**src/rtl/pipe_hazard_ctrl_pkg.sv**
```systemverilog
// Shared types for the pipeline sequencing controller: FSM state, the
// priority-encoded hazard cause and the register-source match helper.
package ctrl_pkg;

   typedef enum logic {
      RUN      = 1'b0,
      MEM_WAIT = 1'b1
   } state_t;

   localparam logic [4:0] REG_ZERO = 5'd0;

   typedef enum logic [2:0] {
      H_NONE = 3'd0,
      H_MEM  = 3'd1,
      H_BR   = 3'd2,
      H_LU   = 3'd3,
      H_IM   = 3'd4
   } hazard_t;

   // x0 is hard-wired zero, so a load targeting it can never feed a consumer
   function automatic logic src_hit(logic used, logic [4:0] rs, logic [4:0] rd);
      return used && (rs == rd) && (rd != REG_ZERO);
   endfunction

endpackage

```
**src/rtl/pipe_hazard_ctrl_if.sv**
```systemverilog
// Pipeline-side handshake bundle: decode/execute/memory status in, stage
// advance/hold/flush controls out.
interface pipe_hazard_ctrl_if;

   logic [4:0] id_rs1_addr;
   logic [4:0] id_rs2_addr;
   logic       id_rs1_used;
   logic       id_rs2_used;
   logic [4:0] exe_rd_addr;
   logic       exe_DM_read;
   logic       exe_branch_taken;
   logic       dm_req;
   logic       dm_ready;
   logic       im_ready;

   logic       pc_write;
   logic       ifid_write;
   logic       ifid_flush;
   logic       idexe_flush;
   logic       pipe_hold;

   modport master (
      output id_rs1_addr, id_rs2_addr, id_rs1_used, id_rs2_used,
             exe_rd_addr, exe_DM_read, exe_branch_taken,
             dm_req, dm_ready, im_ready,
      input  pc_write, ifid_write, ifid_flush, idexe_flush, pipe_hold
   );

   modport slave (
      input  id_rs1_addr, id_rs2_addr, id_rs1_used, id_rs2_used,
             exe_rd_addr, exe_DM_read, exe_branch_taken,
             dm_req, dm_ready, im_ready,
      output pc_write, ifid_write, ifid_flush, idexe_flush, pipe_hold
   );

endinterface

```
**src/rtl/pipe_hazard_ctrl_hazard_perf_cnt.sv**
```systemverilog
// Saturating event counter with asynchronous active-low clear; sticks at
// all-ones instead of wrapping.
module hazard_perf_cnt #(
   parameter int WIDTH = 32
) (
   input  logic             clk,
   input  logic             clr_n,
   input  logic             inc,
   output logic [WIDTH-1:0] cnt
);

   logic [WIDTH-1:0] cnt_q;
   logic [WIDTH-1:0] cnt_d;

   always_comb begin
      cnt_d = cnt_q;
      if (inc && (cnt_q != '1)) begin
         cnt_d = cnt_q + WIDTH'(1);
      end
   end

   always_ff @(posedge clk or negedge clr_n) begin
      if (!clr_n) begin
         cnt_q <= '0;
      end else begin
         cnt_q <= cnt_d;
      end
   end

   assign cnt = cnt_q;

endmodule

```
**src/rtl/pipe_hazard_ctrl.sv**
```systemverilog
// Pipeline sequencing controller: picks advance/hold/flush for PC, IF/ID and
// ID/EXE each cycle and tracks stall/flush statistics plus a memory watchdog.
//
//   state    | meaning
//   ---------+-----------------------------------------------------------
//   RUN      | pipe flowing; hazards resolved combinationally each cycle
//   MEM_WAIT | previous cycle froze on data memory; released as soon as
//            | dm_ready (or dm_req low) removes the wait, same cycle
module pipe_hazard_ctrl
   import ctrl_pkg::*;
#(
   parameter int CNT_WIDTH   = 32,
   parameter int MEM_TIMEOUT = 255,
   parameter int TO_WIDTH    = 8
) (
   input  logic                 clk,
   input  logic                 rst,
   pipe_hazard_ctrl_if.slave    bus,
   output logic                 mem_timeout,
   output logic [CNT_WIDTH-1:0] lu_stall_cnt,
   output logic [CNT_WIDTH-1:0] mem_stall_cnt,
   output logic [CNT_WIDTH-1:0] flush_cnt
);

   localparam logic [TO_WIDTH-1:0] TO_LIMIT = TO_WIDTH'(MEM_TIMEOUT);

   state_t              state_q, state_d;
   logic [TO_WIDTH-1:0] wd_q, wd_d;
   logic                mem_timeout_q, mem_timeout_d;

   logic    mw;
   logic    lu;
   hazard_t cause;
   logic    pc_write, ifid_write, ifid_flush, idexe_flush, pipe_hold;

   always_comb begin
      mw = bus.dm_req & ~bus.dm_ready;
      lu = bus.exe_DM_read &
           (src_hit(bus.id_rs1_used, bus.id_rs1_addr, bus.exe_rd_addr) |
            src_hit(bus.id_rs2_used, bus.id_rs2_addr, bus.exe_rd_addr));

      if (mw)                        cause = H_MEM;
      else if (bus.exe_branch_taken) cause = H_BR;
      else if (lu)                   cause = H_LU;
      else if (!bus.im_ready)        cause = H_IM;
      else                           cause = H_NONE;
   end

   always_comb begin
      pc_write    = 1'b1;
      ifid_write  = 1'b1;
      ifid_flush  = 1'b0;
      idexe_flush = 1'b0;
      pipe_hold   = 1'b0;

      case (cause)
         H_MEM: begin
            pc_write   = 1'b0;
            ifid_write = 1'b0;
            pipe_hold  = 1'b1;
         end
         H_BR: begin
            ifid_flush  = 1'b1;
            idexe_flush = 1'b1;
         end
         H_LU: begin
            pc_write    = 1'b0;
            ifid_write  = 1'b0;
            idexe_flush = 1'b1;
         end
         H_IM: begin
            pc_write   = 1'b0;
            ifid_flush = 1'b1;
         end
         default: ;
      endcase

      // Reset drives a bubble into both front registers without waiting for a clock
      if (!rst) begin
         pc_write    = 1'b0;
         ifid_write  = 1'b0;
         ifid_flush  = 1'b1;
         idexe_flush = 1'b1;
         pipe_hold   = 1'b0;
      end
   end

   always_comb begin
      state_d       = mw ? MEM_WAIT : RUN;
      wd_d          = '0;
      mem_timeout_d = mem_timeout_q;

      // wd_q holds the index of the current MEM_WAIT cycle
      if (mw) begin
         if (state_q == RUN) begin
            wd_d = TO_WIDTH'(1);
         end else if (wd_q != TO_LIMIT) begin
            wd_d = wd_q + TO_WIDTH'(1);
         end else begin
            wd_d = wd_q;
         end
         if (wd_d == TO_LIMIT) begin
            mem_timeout_d = 1'b1;
         end
      end
   end

   always_ff @(posedge clk or negedge rst) begin
      if (!rst) begin
         state_q       <= RUN;
         wd_q          <= '0;
         mem_timeout_q <= 1'b0;
      end else begin
         state_q       <= state_d;
         wd_q          <= wd_d;
         mem_timeout_q <= mem_timeout_d;
      end
   end

   hazard_perf_cnt #(.WIDTH(CNT_WIDTH)) u_lu_cnt (
      .clk   (clk),
      .clr_n (rst),
      .inc   (cause == H_LU),
      .cnt   (lu_stall_cnt)
   );

   hazard_perf_cnt #(.WIDTH(CNT_WIDTH)) u_mem_cnt (
      .clk   (clk),
      .clr_n (rst),
      .inc   (cause == H_MEM),
      .cnt   (mem_stall_cnt)
   );

   hazard_perf_cnt #(.WIDTH(CNT_WIDTH)) u_flush_cnt (
      .clk   (clk),
      .clr_n (rst),
      .inc   (cause == H_BR),
      .cnt   (flush_cnt)
   );

   assign bus.pc_write    = pc_write;
   assign bus.ifid_write  = ifid_write;
   assign bus.ifid_flush  = ifid_flush;
   assign bus.idexe_flush = idexe_flush;
   assign bus.pipe_hold   = pipe_hold;
   assign mem_timeout     = mem_timeout_q;

endmodule
```
**src/flat_wrapper.sv**
```systemverilog
// flat-port wrapper written by rule: the top's interface ports become plain ports
module pipe_hazard_ctrl_flat import ctrl_pkg::*;
#(
   parameter int CNT_WIDTH   = 32,
   parameter int MEM_TIMEOUT = 255,
   parameter int TO_WIDTH    = 8
)
  (clk, rst, mem_timeout, lu_stall_cnt, mem_stall_cnt, flush_cnt, bus_id_rs1_addr, bus_id_rs2_addr, bus_id_rs1_used, bus_id_rs2_used, bus_exe_rd_addr, bus_exe_DM_read, bus_exe_branch_taken, bus_dm_req, bus_dm_ready, bus_im_ready, bus_pc_write, bus_ifid_write, bus_ifid_flush, bus_idexe_flush, bus_pipe_hold);
  pipe_hazard_ctrl_if bus_i ();
  input  logic clk;
  input  logic rst;
  output logic mem_timeout;
  output logic [CNT_WIDTH-1:0] lu_stall_cnt;
  output logic [CNT_WIDTH-1:0] mem_stall_cnt;
  output logic [CNT_WIDTH-1:0] flush_cnt;
  input wire logic [$bits(bus_i.id_rs1_addr)-1:0] bus_id_rs1_addr;
  input wire logic [$bits(bus_i.id_rs2_addr)-1:0] bus_id_rs2_addr;
  input wire logic [$bits(bus_i.id_rs1_used)-1:0] bus_id_rs1_used;
  input wire logic [$bits(bus_i.id_rs2_used)-1:0] bus_id_rs2_used;
  input wire logic [$bits(bus_i.exe_rd_addr)-1:0] bus_exe_rd_addr;
  input wire logic [$bits(bus_i.exe_DM_read)-1:0] bus_exe_DM_read;
  input wire logic [$bits(bus_i.exe_branch_taken)-1:0] bus_exe_branch_taken;
  input wire logic [$bits(bus_i.dm_req)-1:0] bus_dm_req;
  input wire logic [$bits(bus_i.dm_ready)-1:0] bus_dm_ready;
  input wire logic [$bits(bus_i.im_ready)-1:0] bus_im_ready;
  output wire logic [$bits(bus_i.pc_write)-1:0] bus_pc_write;
  output wire logic [$bits(bus_i.ifid_write)-1:0] bus_ifid_write;
  output wire logic [$bits(bus_i.ifid_flush)-1:0] bus_ifid_flush;
  output wire logic [$bits(bus_i.idexe_flush)-1:0] bus_idexe_flush;
  output wire logic [$bits(bus_i.pipe_hold)-1:0] bus_pipe_hold;
  assign bus_i.id_rs1_addr = bus_id_rs1_addr;
  assign bus_i.id_rs2_addr = bus_id_rs2_addr;
  assign bus_i.id_rs1_used = bus_id_rs1_used;
  assign bus_i.id_rs2_used = bus_id_rs2_used;
  assign bus_i.exe_rd_addr = bus_exe_rd_addr;
  assign bus_i.exe_DM_read = bus_exe_DM_read;
  assign bus_i.exe_branch_taken = bus_exe_branch_taken;
  assign bus_i.dm_req = bus_dm_req;
  assign bus_i.dm_ready = bus_dm_ready;
  assign bus_i.im_ready = bus_im_ready;
  assign bus_pc_write = bus_i.pc_write;
  assign bus_ifid_write = bus_i.ifid_write;
  assign bus_ifid_flush = bus_i.ifid_flush;
  assign bus_idexe_flush = bus_i.idexe_flush;
  assign bus_pipe_hold = bus_i.pipe_hold;
  pipe_hazard_ctrl #(.CNT_WIDTH(CNT_WIDTH), .MEM_TIMEOUT(MEM_TIMEOUT), .TO_WIDTH(TO_WIDTH)) u_core (.clk(clk), .rst(rst), .bus(bus_i), .mem_timeout(mem_timeout), .lu_stall_cnt(lu_stall_cnt), .mem_stall_cnt(mem_stall_cnt), .flush_cnt(flush_cnt));
endmodule
```
**config.mk**
```make
export PLATFORM = sky130hd
export DESIGN_NAME = pipe_hazard_ctrl_flat
export DESIGN_NICKNAME = d
export VERILOG_FILES = /design/src/rtl/pipe_hazard_ctrl_pkg.sv /design/src/rtl/pipe_hazard_ctrl_if.sv /design/src/rtl/pipe_hazard_ctrl_hazard_perf_cnt.sv /design/src/rtl/pipe_hazard_ctrl.sv /design/src/flat_wrapper.sv
export SDC_FILE = /design/constraint.sdc
export NUM_CORES = 1
export LEC_CHECK = 0
export CORE_MARGIN = 3
export CORE_UTILIZATION = 40
export DETAILED_ROUTE_END_ITERATION = 10
export PLACE_DENSITY_LB_ADDON = 0.08
export SETUP_SLACK_MARGIN = 0.5
export SYNTH_ARGS = -nofsm -noshare
export SYNTH_HDL_FRONTEND = slang
export SYNTH_SLANG_ARGS = --single-unit
```
**constraint.sdc**
```tcl
create_clock -name clk -period 3 [get_ports clk]
set_input_delay 0.75 -clock clk [delete_from_list [all_inputs] [get_ports clk]]
set_output_delay 0.75 -clock clk [all_outputs]
set_load 0.01 [all_outputs]
```
[Word-level counts from Yosys, hierarchy flattened]
Index checks and enable logic that the tools add are counted.
Storage, ports and cells
  logic and storage cells: 57
  register bits: 106
  output and inout bits: 102
  input bits: 24
Cells by class
  equality and inequality tests: 11
  reductions and logical operators: 13
  bitwise logic cells: 4
  mux-type cells: 19
  add/subtract/negate cells: 4
Operator list (count)
  adder 32 x 1 -> 32 bit (second input constant): 3
  != test 32 bit (second input constant): 3
  2-to-1 mux 8 bit: 4
  2-to-1 mux 3 bit: 4
  2-to-1 mux 1 bit: 11
  equality test 5 bit: 2
  adder 8 x 1 -> 8 bit (second input constant): 1
  equality test 8 bit (second input constant): 1
  != test 8 bit (second input constant): 1
  logical AND 1 bit: 7
  equality test 3 x 2 -> 1 bit (second input constant): 2
  OR reduction 2 bit: 3
  nonzero test 5 bit: 1
  equality test 3 x 1 -> 1 bit (second input constant): 1
  equality test 3 bit (second input constant): 1
  OR reduction 3 bit: 1
  AND 1 bit: 2
  AND reduction 2 bit: 1
  NOT 1 bit: 1
  bitwise OR 1 bit: 1

[Depth between registers and ports, before layout]
Gate-level depths: netlist (run 1).
  word-level depth: 12
  depth in mapped cells: 8
  mapped depth without buffers: 7

[Hierarchy]
Synthesis (run 1) repeated with hierarchy kept, for this count alone.
Unflattened totals
  cell total of the unflattened synthesis: 544
  area total of the unflattened synthesis: 5601.6 um^2
By module, submodules not included
  hazard_perf_cnt: cells each 151, area an instance 1624.1 um^2, sequential area each 800.8 um^2, times used 3
  pipe_hazard_ctrl: cells each 91, area an instance 729.4 um^2, sequential area each 250.2 um^2, times used 1

[Worst setup path before layout (run 1)]
Ideal clock, no wire load.
  path kind: input to output
  from: in bus_exe_rd_addr[1]
  to: out bus_ifid_flush
  required time: 2250 ps
  data arrival time: 2059 ps
  path buffers: 1
  slack: 191 ps
  stages: 5
  cells stage by stage: or4_1 > o21ai_0 > nor2b_1 > clkbuf_1 > o311ai_1
Between the ends
  cells in the longest elaborated chain, start to end: 12
  elaborated cells between the ends (all ways): 17
  classes of those cells: eq/ne: 4; mux: 5; bitwise: 2; reduce/logical: 6
RTL lines
  start, declared: RTL line flat_wrapper.sv:20  | input wire logic [$bits(bus_i.exe_rd_addr)-1:0] bus_exe_rd_addr;
  equality test 5 bit: RTL line pipe_hazard_ctrl_pkg.sv:22  | return used && (rs == rd) && (rd != REG_ZERO);
  logical AND 1 bit (2 in series): RTL line pipe_hazard_ctrl_pkg.sv:22
  bitwise OR 1 bit (*): RTL line pipe_hazard_ctrl.sv:39  | (src_hit(bus.id_rs1_used, bus.id_rs1_addr, bus.exe_rd_addr) |
  AND 1 bit (*): RTL line pipe_hazard_ctrl.sv:38  | lu = bus.exe_DM_read &
  2-to-1 mux 3 bit (*): RTL line pipe_hazard_ctrl.sv:44  | else if (lu) cause = H_LU;
  2-to-1 mux 3 bit (*): RTL line pipe_hazard_ctrl.sv:43  | else if (bus.exe_branch_taken) cause = H_BR;
  2-to-1 mux 3 bit (*): RTL line pipe_hazard_ctrl.sv:42  | if (mw) cause = H_MEM;
  equality test 3 x 2 -> 1 bit or equality test 3 bit (tied branches): RTL line pipe_hazard_ctrl.sv:56  | case (cause)
  OR reduction 2 bit (no line) (*)
  2-to-1 mux 1 bit (*): RTL line pipe_hazard_ctrl.sv:56
  2-to-1 mux 1 bit (*): RTL line pipe_hazard_ctrl.sv:79  | if (!rst) begin
  end, declared: RTL line flat_wrapper.sv:28  | output wire logic [$bits(bus_i.ifid_flush)-1:0] bus_ifid_flush;
Mark *: on every way between the ends. The rest lies on a longest branch, timed or not.

[Worst setup path in the final report (run 1)]
  from: in bus_exe_rd_addr[1]
  to: out bus_pc_write
Between the ends
  cells in the longest elaborated chain, start to end: 12
  elaborated cells between the ends (all ways): 18
  classes of those cells: eq/ne: 5; mux: 5; bitwise: 2; reduce/logical: 6
RTL lines
  equality test 5 bit: RTL line pipe_hazard_ctrl_pkg.sv:22
  logical AND 1 bit (2 in series): RTL line pipe_hazard_ctrl_pkg.sv:22
  bitwise OR 1 bit (*): RTL line pipe_hazard_ctrl.sv:39
  AND 1 bit (*): RTL line pipe_hazard_ctrl.sv:38
  2-to-1 mux 3 bit (*): RTL line pipe_hazard_ctrl.sv:44
  2-to-1 mux 3 bit (*): RTL line pipe_hazard_ctrl.sv:43
  2-to-1 mux 3 bit (*): RTL line pipe_hazard_ctrl.sv:42
  equality test 3 x 1 -> 1 bit (tied with other cells): RTL line pipe_hazard_ctrl.sv:56
  OR reduction 3 bit (no line) (*)
  2-to-1 mux 1 bit (*): RTL line pipe_hazard_ctrl.sv:56
  2-to-1 mux 1 bit (*): RTL line pipe_hazard_ctrl.sv:79
  end, declared: RTL line flat_wrapper.sv:26  | output wire logic [$bits(bus_i.pc_write)-1:0] bus_pc_write;
Marks and branches as above.

==> results of run 1 <==
[repair_timing]
item                                    4_1_cts  5_1_grt
cloned                                        0        0
resized for setup                            63       12
pin swaps                                    12        9
endpoints found under the setup margin        9       14
setup buffers                                 9        2
[per-stage QoR]
| step | setup TNS, ns | util | hold WS, ns | power (mW) | cell area (um2) |
|---|---|---|---|---|---|
| floorplan | 0 | - | 0.435 | 1.86 | 5340 |
| global placement | -2.70 | 0.539 | 0.449 | 2.17 | 6910 |
| detailed placement | -2.99 | 0.539 | 0.456 | 2.18 | 6910 |
| CTS | -0.0228 | 0.569 | 0.192 | 3.51 | 7300 |
| global route | -0.107 | 0.574 | 0.193 | 3.62 | 7370 |
| finish | -0.0106 | 0.574 | 0.208 | 3.46 | 7370 |
[cell families after synthesis]
logic type      Yosys count  synth area share
xor+xnor                104             0.171
simple gates            229             0.257
fa+ha+maj                 4           0.00942
mux                       5            0.0104
compound gates           26            0.0330
flops                   106             0.499
buf+inv                  16            0.0195
[power by group through the flow]
stage / Combinational [mW] / Sequential (mW) / Clock (mW)
finish: 0.516 / 1.64 / 1.30
global route: 0.566 / 1.66 / 1.39
CTS: 0.518 / 1.64 / 1.35
detailed placement: 0.515 / 1.67 / 0
global placement: 0.508 / 1.67 / 0
floorplan: 0.174 / 1.69 / 0
[worst paths after layout]
kind                                              end  slack [ns]  depth (start not counted)                 startpoint
max                                      bus_pc_write       -0.01                          9         bus_exe_rd_addr[1]
max reg2reg                u_core.u_flush_cnt.cnt[24]        0.70                          7  u_core.u_flush_cnt.cnt[0]
min reg2reg                            u_core.wd_q[0]        0.46                          1             u_core.state_q
min                         u_core.u_flush_cnt.cnt[1]        0.21                          1                        rst
max in group asynchronous    u_core.u_mem_cnt.cnt[11]        1.75                          2                        rst
min in group clk                       u_core.wd_q[0]        0.46                          1             u_core.state_q
[synthesized netlist by cell type (all sizes together), types with 6 or more instances]
master / instances / area share
dfrtp: 106 / 0.50
buf: 8 / 0.014
nand3: 33 / 0.031
nor3: 14 / 0.017
inv: 6 / 0.0042
nand4: 40 / 0.050
nor2: 20 / 0.015
nand2: 51 / 0.036
and3: 18 / 0.022
xnor2: 82 / 0.14
and4: 15 / 0.027
nor4: 12 / 0.020
xor2: 22 / 0.036
and2: 8 / 0.0097
a21oi: 11 / 0.012
[area by class of cell]
type | count | area, um2 | area share
inverter | 6 | 22.5 | 0.00306
clock inverter | 4 | 73.8 | 0.0100
timing repair buffer | 159 | 1490 | 0.203
clock buffer | 12 | 256 | 0.0348
sequential | 106 | 2650 | 0.360
tap | 172 | 215 | 0.0292
multi-input combinational | 368 | 2650 | 0.360
[metal layers]
| metal | vias to the layer above | wire, um |
|---|---|---|
| met5 | - | 0 |
| met4 | 0 | 194 |
| met3 | 12 | 555 |
| met2 | 86 | 6390 |
| met1 | 2093 | 5790 |
| li1 | 2067 | - |
[registers in the layout (all words and copies together), names as in the netlist]
signal,cells
u_core.mem_timeout,1
u_core.state_q,1
u_core.u_flush_cnt.cnt,32
u_core.u_lu_cnt.cnt,32
u_core.u_mem_cnt.cnt,32
u_core.wd_q,8
==> summary by stage, run 1 <==
Critical path
The kind of cell adding the most delay to the critical path is simple AND/OR/NAND/NOR gates. By startpoint and endpoint, the worst setup path is classified as in2out. STA classifies the critical path startpoint as a primary input. The slowest cell on the critical path is sky130_fd_sc_hd__or4_4. The signal on the critical path passes through buf_6 > or4_4 > o21ai_4 > nor2b_2 > buf_6 > buf_6 > nand2b_4 > a21oi_4 > buf_6. In this design, the stage delay of the slowest critical-path cell is around 0.54 ns. For the worst setup path, the data required time is ~2.3 ns. In this run the worst path has a maximum fanout of 3. The worst path buffer plus inverter count is 4.

The library cell appearing most often on the critical path is sky130_fd_sc_hd__buf_6. STA classifies the critical path endpoint as an output port. Data on the critical path arrives at its endpoint at 2.26 ns.

Min path
The worst hold-check path type is in2async.

Pwr
Dividing total power by cell area gives a power density of about 470 nW/um2. Across the VDD grid, the largest voltage drop is 0.258 mV. The switching share of total power is 0.250. The sequential power share is 0.475. The share of total power dissipated in combinational logic is 0.149. The share of total power dissipated in the clock network is 0.375. In this run the power spent charging and discharging nets is between 0.8 and 0.9 mW. The leakage power figure is roughly 3.1 nW.

The internal power of the cells totals 2.59 mW.

Detailed routing
The first-pass iteration count of the detailed router is 4. After detailed routing, the average wire length per cell comes to around 16 um. Using the TritonRoute via totals, the vias-per-cell ratio works out to between 5 and 6. After the first detailed-routing iteration, the DRC count stood at 201. Wires add up to between 10000 and 15000 um. The detail route stage leaves a number of antenna-violating nets equal to 0. For this run, design rule violations remaining after detail routing come to 0. The routed layout has 4258 vias.

Global route
The global routing usage on met2 is 0.296. For this run, global-route usage on met3 was measured as 0.0480. The initial antenna violation count was 0. The wire length of the first global-routing pass is between 20000 and 25000 um. The maximum number of pins on one net before global-route repair is 69. For this run, the total global-route usage over all layers was measured as 0.186. For this run the aggregate overflow at the end of global routing stands at 0. The number of global-route vias before repair came to 4224. The global routing usage on met1 is 0.246.

The global routing stage identified its most utilized layer as met2.

Timing
Setup repair after global routing could not meet its margin everywhere. The timing-limited maximum frequency is between 300 and 400 MHz. The final setup slack of the worst path is -0.0106 ns. The setup clock skew after layout is between 0.005 and 0.006 ns.

The number of hold violations in the final report is 0. The count of endpoints failing setup in the final report is 1. After layout, the minimum clock period comes to approximately 3 ns. The count of final max-slew check failures is 0. For the pin with the worst max-slew slack, the measured transition is between 0.8 and 0.9 ns.

The final clock period utilization by the worst path is 1.00. The relative slew slack is 0.424.

Synthesis
The synthesized area per cell is 10.8 um2. Counting distinct cell types in the post-synthesis netlist gives 52. The number of enable-type register cells in the synthesized netlist is 0. The number of warning messages in the yosys log is 0. The share of synthesized area occupied by flip-flops and latches is 0.499. Synthesis produced a netlist whose cell count is a little under 500.

For this run, asynchronously set or reset flops after synthesis account for 1.00. The number of nets in the synthesized netlist is 518. The most used flip-flop cell after synthesis is sky130_fd_sc_hd__dfrtp_1.

The cell area that synthesis handed to floorplanning was 5310 um2. In this run, synthesis produced a sequential element count of 106.

Finish
In the layout the commonest cells are sky130_fd_sc_hd__dfrtp_1, sky130_fd_sc_hd__clkdlybuf4s50_1, sky130_fd_sc_hd__xnor2_1. The total inserted antenna cells is 0. The net count reported at finish is 678. The total of fill cells in the finished design is approximately 1200.

The finished layout holds 827 standard cells, fillers aside. Of the cells placed in the final design, the portion with a size suffix greater than 1 is 0.153. The area growth from synthesis to layout is 38.6%.

Leaving out fill and tap cells, the most frequent cell in the layout is sky130_fd_sc_hd__dfrtp_1.

Floorplanning
The site row count is 41. In this run the standard cell core region covers 12800 um2. The top-level I/O count is 126.

The height of the chip is 121 um. The initial standard-cell utilization of the core is 0.414. The die extent in x is 121 um. The die area is 14700 um2.

Clock network
The CTS buffer count is 9. At the later pin of the worst-skew pair, clock insertion delay measures 0.35 ns. The count of hold buffers inserted by post-cts repair is 0. The clock tree buffer depth is 2.

After clock tree synthesis, the clock-pin slew on the worst setup and hold paths is 0.06 ns. The clock sink count is 106. The clock tree synthesis step divided the H-tree into 3 levels. The clock tree from TritonCTS is yes. The root buffer cell is sky130_fd_sc_hd__clkbuf_16.

Place
At the end of routability-driven placement, the weighted congestion stood at 0.793. Detailed placement ended at an HPWL of 9420 um. In this run, placement finished with an instance count of 800. Port buffering added between 100 and 150 buffers. Timing analysis after detailed placement gives a worst setup slack of -0.865 ns.

Status
The checks that failed: setup timing. The run finished, with violations left.

Flow run
The number of maximum-capacitance constraint violations is 0.
(Power assumes the default switching activity.)
==> run 2, diff against run 1 <==
--- a/config.mk
+++ b/config.mk
@@ -8,7 +8,7 @@
 export CORE_MARGIN = 3
 export CORE_UTILIZATION = 40
 export DETAILED_ROUTE_END_ITERATION = 10
-export PLACE_DENSITY_LB_ADDON = 0.08
+export PLACE_DENSITY_LB_ADDON = 0.2
 export SETUP_SLACK_MARGIN = 0.5
 export SYNTH_ARGS = -nofsm -noshare
 export SYNTH_HDL_FRONTEND = slang
==> summary by stage, run 2 (synthesized netlist as in run 1, its figures left out) <==
Status
The run finished with clean final reports.

Detailed routing
The via-per-instance ratio is 5.21 (+1.2%). The post-route DRC violation count is 0 (unchanged). The violation count after the first detailed-route iteration is 148 (-26%). The total via count in the routed design is 4245 (-0.31%). The per-cell routed wire length is 15.4 um (-1.8%). The total wire length after detailed routing was 12500 um (-3.2%). The first-pass iteration count of the detailed router is 4 (unchanged). The remaining number of nets flagged by the antenna check after routing is 0 (unchanged).

Min path
Along the worst hold path, the cell count comes to 1. The startpoint identified for the worst hold timing path is u_core.state_q. The end of the worst hold path is u_core.wd_q[0]. The tightest min-delay check is of the reg2reg type.

Global route
The global routing usage on met2 is 0.293 (-0.00278). met2 is the most crowded layer. The all-layer global routing usage is 0.176 (-0.00932). The initial antenna violation count is 0 (unchanged). The wire length of the first global-routing pass is 20900 um (-4.2%).

The overall overflow remaining after global route is 0 (unchanged). The global routing usage on met1 is 0.224 (-0.0222). The met3 demand-to-capacity share in global routing came to 0.0420 (-0.00606). The number of global-route vias before repair is 4217 (-0.17%).

The maximum number of pins on one net before global-route repair is 70 (+1.4%).

Finish
The most frequent standard cell in the layout excluding fill and tap cells is sky130_fd_sc_hd__dfrtp_1. The total of fill cells in the finished design came to 1106 (-4.4%). The final non-filler cell area is 7200 um2 (-2.3%). The total inserted antenna cells is 0 (unchanged). Compared with the post-synthesis result, the final layout area differs by 35.5%. In the layout the commonest cells are sky130_fd_sc_hd__dfrtp_1, sky130_fd_sc_hd__clkdlybuf4s50_1, sky130_fd_sc_hd__xnor2_1. The net count reported at finish is 666 (-1.8%). The core utilization of the finished layout came to 0.561 (-0.0130). The fraction of final layout cells sized beyond drive strength 1 is 0.132 (-0.0205).

Critical path
Among cell families on the critical path, the largest total delay comes from simple AND/OR/NAND/NOR gates. The worst path buffer plus inverter count is 2 (-2). The critical path is of the in2out type.

The data arrival time of the critical path is 2.03 ns (-0.23 ns). The worst setup path is captured at an output port. The maximum cell stage delay along the critical path is 0.53 ns (about the same). In this run the critical register-to-register path is captured at u_core.u_flush_cnt.cnt[24]. The worst reg-to-reg setup slack is 0.79 ns (+0.09 ns).

The slowest cell on the critical path is sky130_fd_sc_hd__or4_4. The required time of the worst setup path is 2.25 ns (about the same). The maximum fanout along the worst path is 5 (+2). The worst register-to-register path begins at u_core.u_flush_cnt.cnt[0]. The startpoint type of the worst setup path is a primary input.

Traced cell by cell, the critical path runs through buf_8 > or4_4 > o21ai_4 > nor2b_4 > nand2b_4 > a21oi_4 > buf_6. The path depth of the worst reg2reg path came to 7 (unchanged).

Timing
The relative slew slack is 0.420 (-0.00462). Setup repair after global routing could not meet its margin everywhere. The final clock period utilization by the worst path came to 0.928 (-0.0755).

The slew at the pin with the worst max-slew slack is 0.870 ns (+0.00693 ns). The final hold slack is 0.467 ns (+0.259 ns). The timing-limited maximum frequency was 359 MHz (+8.1%). The setup clock skew after layout was 0.00468 ns (-0.000322 ns). The count of final max-slew check failures is 0 (unchanged). The minimum period implied by the final worst setup slack is 2.78 ns (-0.226 ns). The count of endpoints failing setup in the final report is 0 (-1). The number of hold violations in the final report is 0 (unchanged).

Place
The post-place instance area came to 6870 um2 (-0.54%). The last weighted congestion value of the routability-driven placer is 0.814 (+2.6%). The number of port buffers is 125 (unchanged). The detailed placer's ending HPWL is 9270 um (-1.6%).

Clock network
The clock input transition at the sequential cells of the worst setup and hold paths is 0.06 ns (about the same). The root buffer cell is sky130_fd_sc_hd__clkbuf_16. The CTS buffer count is 9 (unchanged). The clock tree buffer depth is 2 (unchanged).

The clock sink count is 106 (unchanged). TritonCTS built the clock tree. The H-tree depth was 3 (unchanged).

The insertion delay to the later sink of the worst-skew pair came to 0.34 ns (about the same).

Floorplanning
The height of the chip is 121 um (unchanged). The area of the core is 12800 um2 (unchanged). The die extent in x came to 121 um (unchanged). The initial standard-cell utilization of the core is 0.414 (unchanged). The top-level I/O count is 126 (unchanged).

The site row count is 41 (unchanged). The die area came to 14700 um2 (unchanged).

Pwr
The worst voltage drop across the vdd grid was 0.218 mV (-15%). The power per cell area came to 451 nW/um2 (-3.9%). The post-route total power came to 3.25 mW (-6.1%). The leakage power figure was 3.02 nW (-3.0%).

Flow run
The number of maximum-capacitance constraint violations is 0 (unchanged).
==> run 2: cell types whose count changed in the layout (fill, tap and decap cells not counted), sizes merged <==
cell,delta
buf,-11
clkdlybuf4s15,+6
dlygate4sd2,-5
bufinv,-2
clkbuf,+1
clkinv,-1
clkinvlp,+1
dlymetal6s2s,-1
==> run 2: how the worst max path moves through the flow <==
stage	from	endpoint	slack [ns]	cells past startpoint
after floorplan	bus_exe_rd_addr[1]	bus_ifid_flush	0.33	5
after global placement	bus_exe_rd_addr[2]	bus_pc_write	-0.67	8
after detailed placement	bus_exe_rd_addr[1]	bus_pc_write	-0.74	9
after CTS	bus_exe_rd_addr[4]	bus_pc_write	0.21	7
after global routing	bus_exe_rd_addr[4]	bus_pc_write	0.16	7
final	bus_exe_rd_addr[4]	bus_pc_write	0.22	7
==> run 2: metrics by stage <==
stage,worst slack [ns],setup TNS (ns),cells
after floorplan,0.325,0,490
after global placement,-0.672,-2.60,795
after detailed placement,-0.744,-2.82,795
after CTS,0.208,0,815
after global routing,0.162,0,815
final,0.216,0,815
==> run 2: layout make-up <==
type / instances / area (um2) / share of cell area
Clock buffer: 14 / 254 / 0.0353
Clock inverter: 2 / 12.5 / 0.00174
Inverter: 6 / 22.5 / 0.00313
Multi-Input combinational cell: 368 / 2640 / 0.367
Sequential cell: 106 / 2650 / 0.368
Tap cell: 172 / 215 / 0.0299
Timing Repair Buffer: 147 / 1400 / 0.195
==> run 2: power breakdown <==
group	switching, mW	internal [mW]
registers	0.127	1.52
logic	0.214	0.293
clock network	0.505	0.587
total	0.846	2.40
==> run 2: what timing repair did <==
action | CTS | global route
gates resized for setup | 78 | 2
setup buffers | 4 | 0
hold buffers | 0 | 0
pin swaps | 18 | 9
endpoints found under the setup margin | 5 | 4
==> run 2: per-layer routing <==
layer	share of wire	up-vias
met2	0.49	118
met1	0.43	2076
met5	0	-
met4	0.015	0
li1	-	2039
met3	0.060	12
==> run 2: worst reg2reg max path, cell delays in order, from the launching register on <==
cell,delay [ns]
sky130_fd_sc_hd__dfrtp_1,0.42
sky130_fd_sc_hd__ha_1,0.21
sky130_fd_sc_hd__nand4_1,0.21
sky130_fd_sc_hd__nor2_1,0.30
sky130_fd_sc_hd__nand4_1,0.22
sky130_fd_sc_hd__nor3b_4,0.42
sky130_fd_sc_hd__nand4_1,0.17
sky130_fd_sc_hd__xnor2_1,0.15
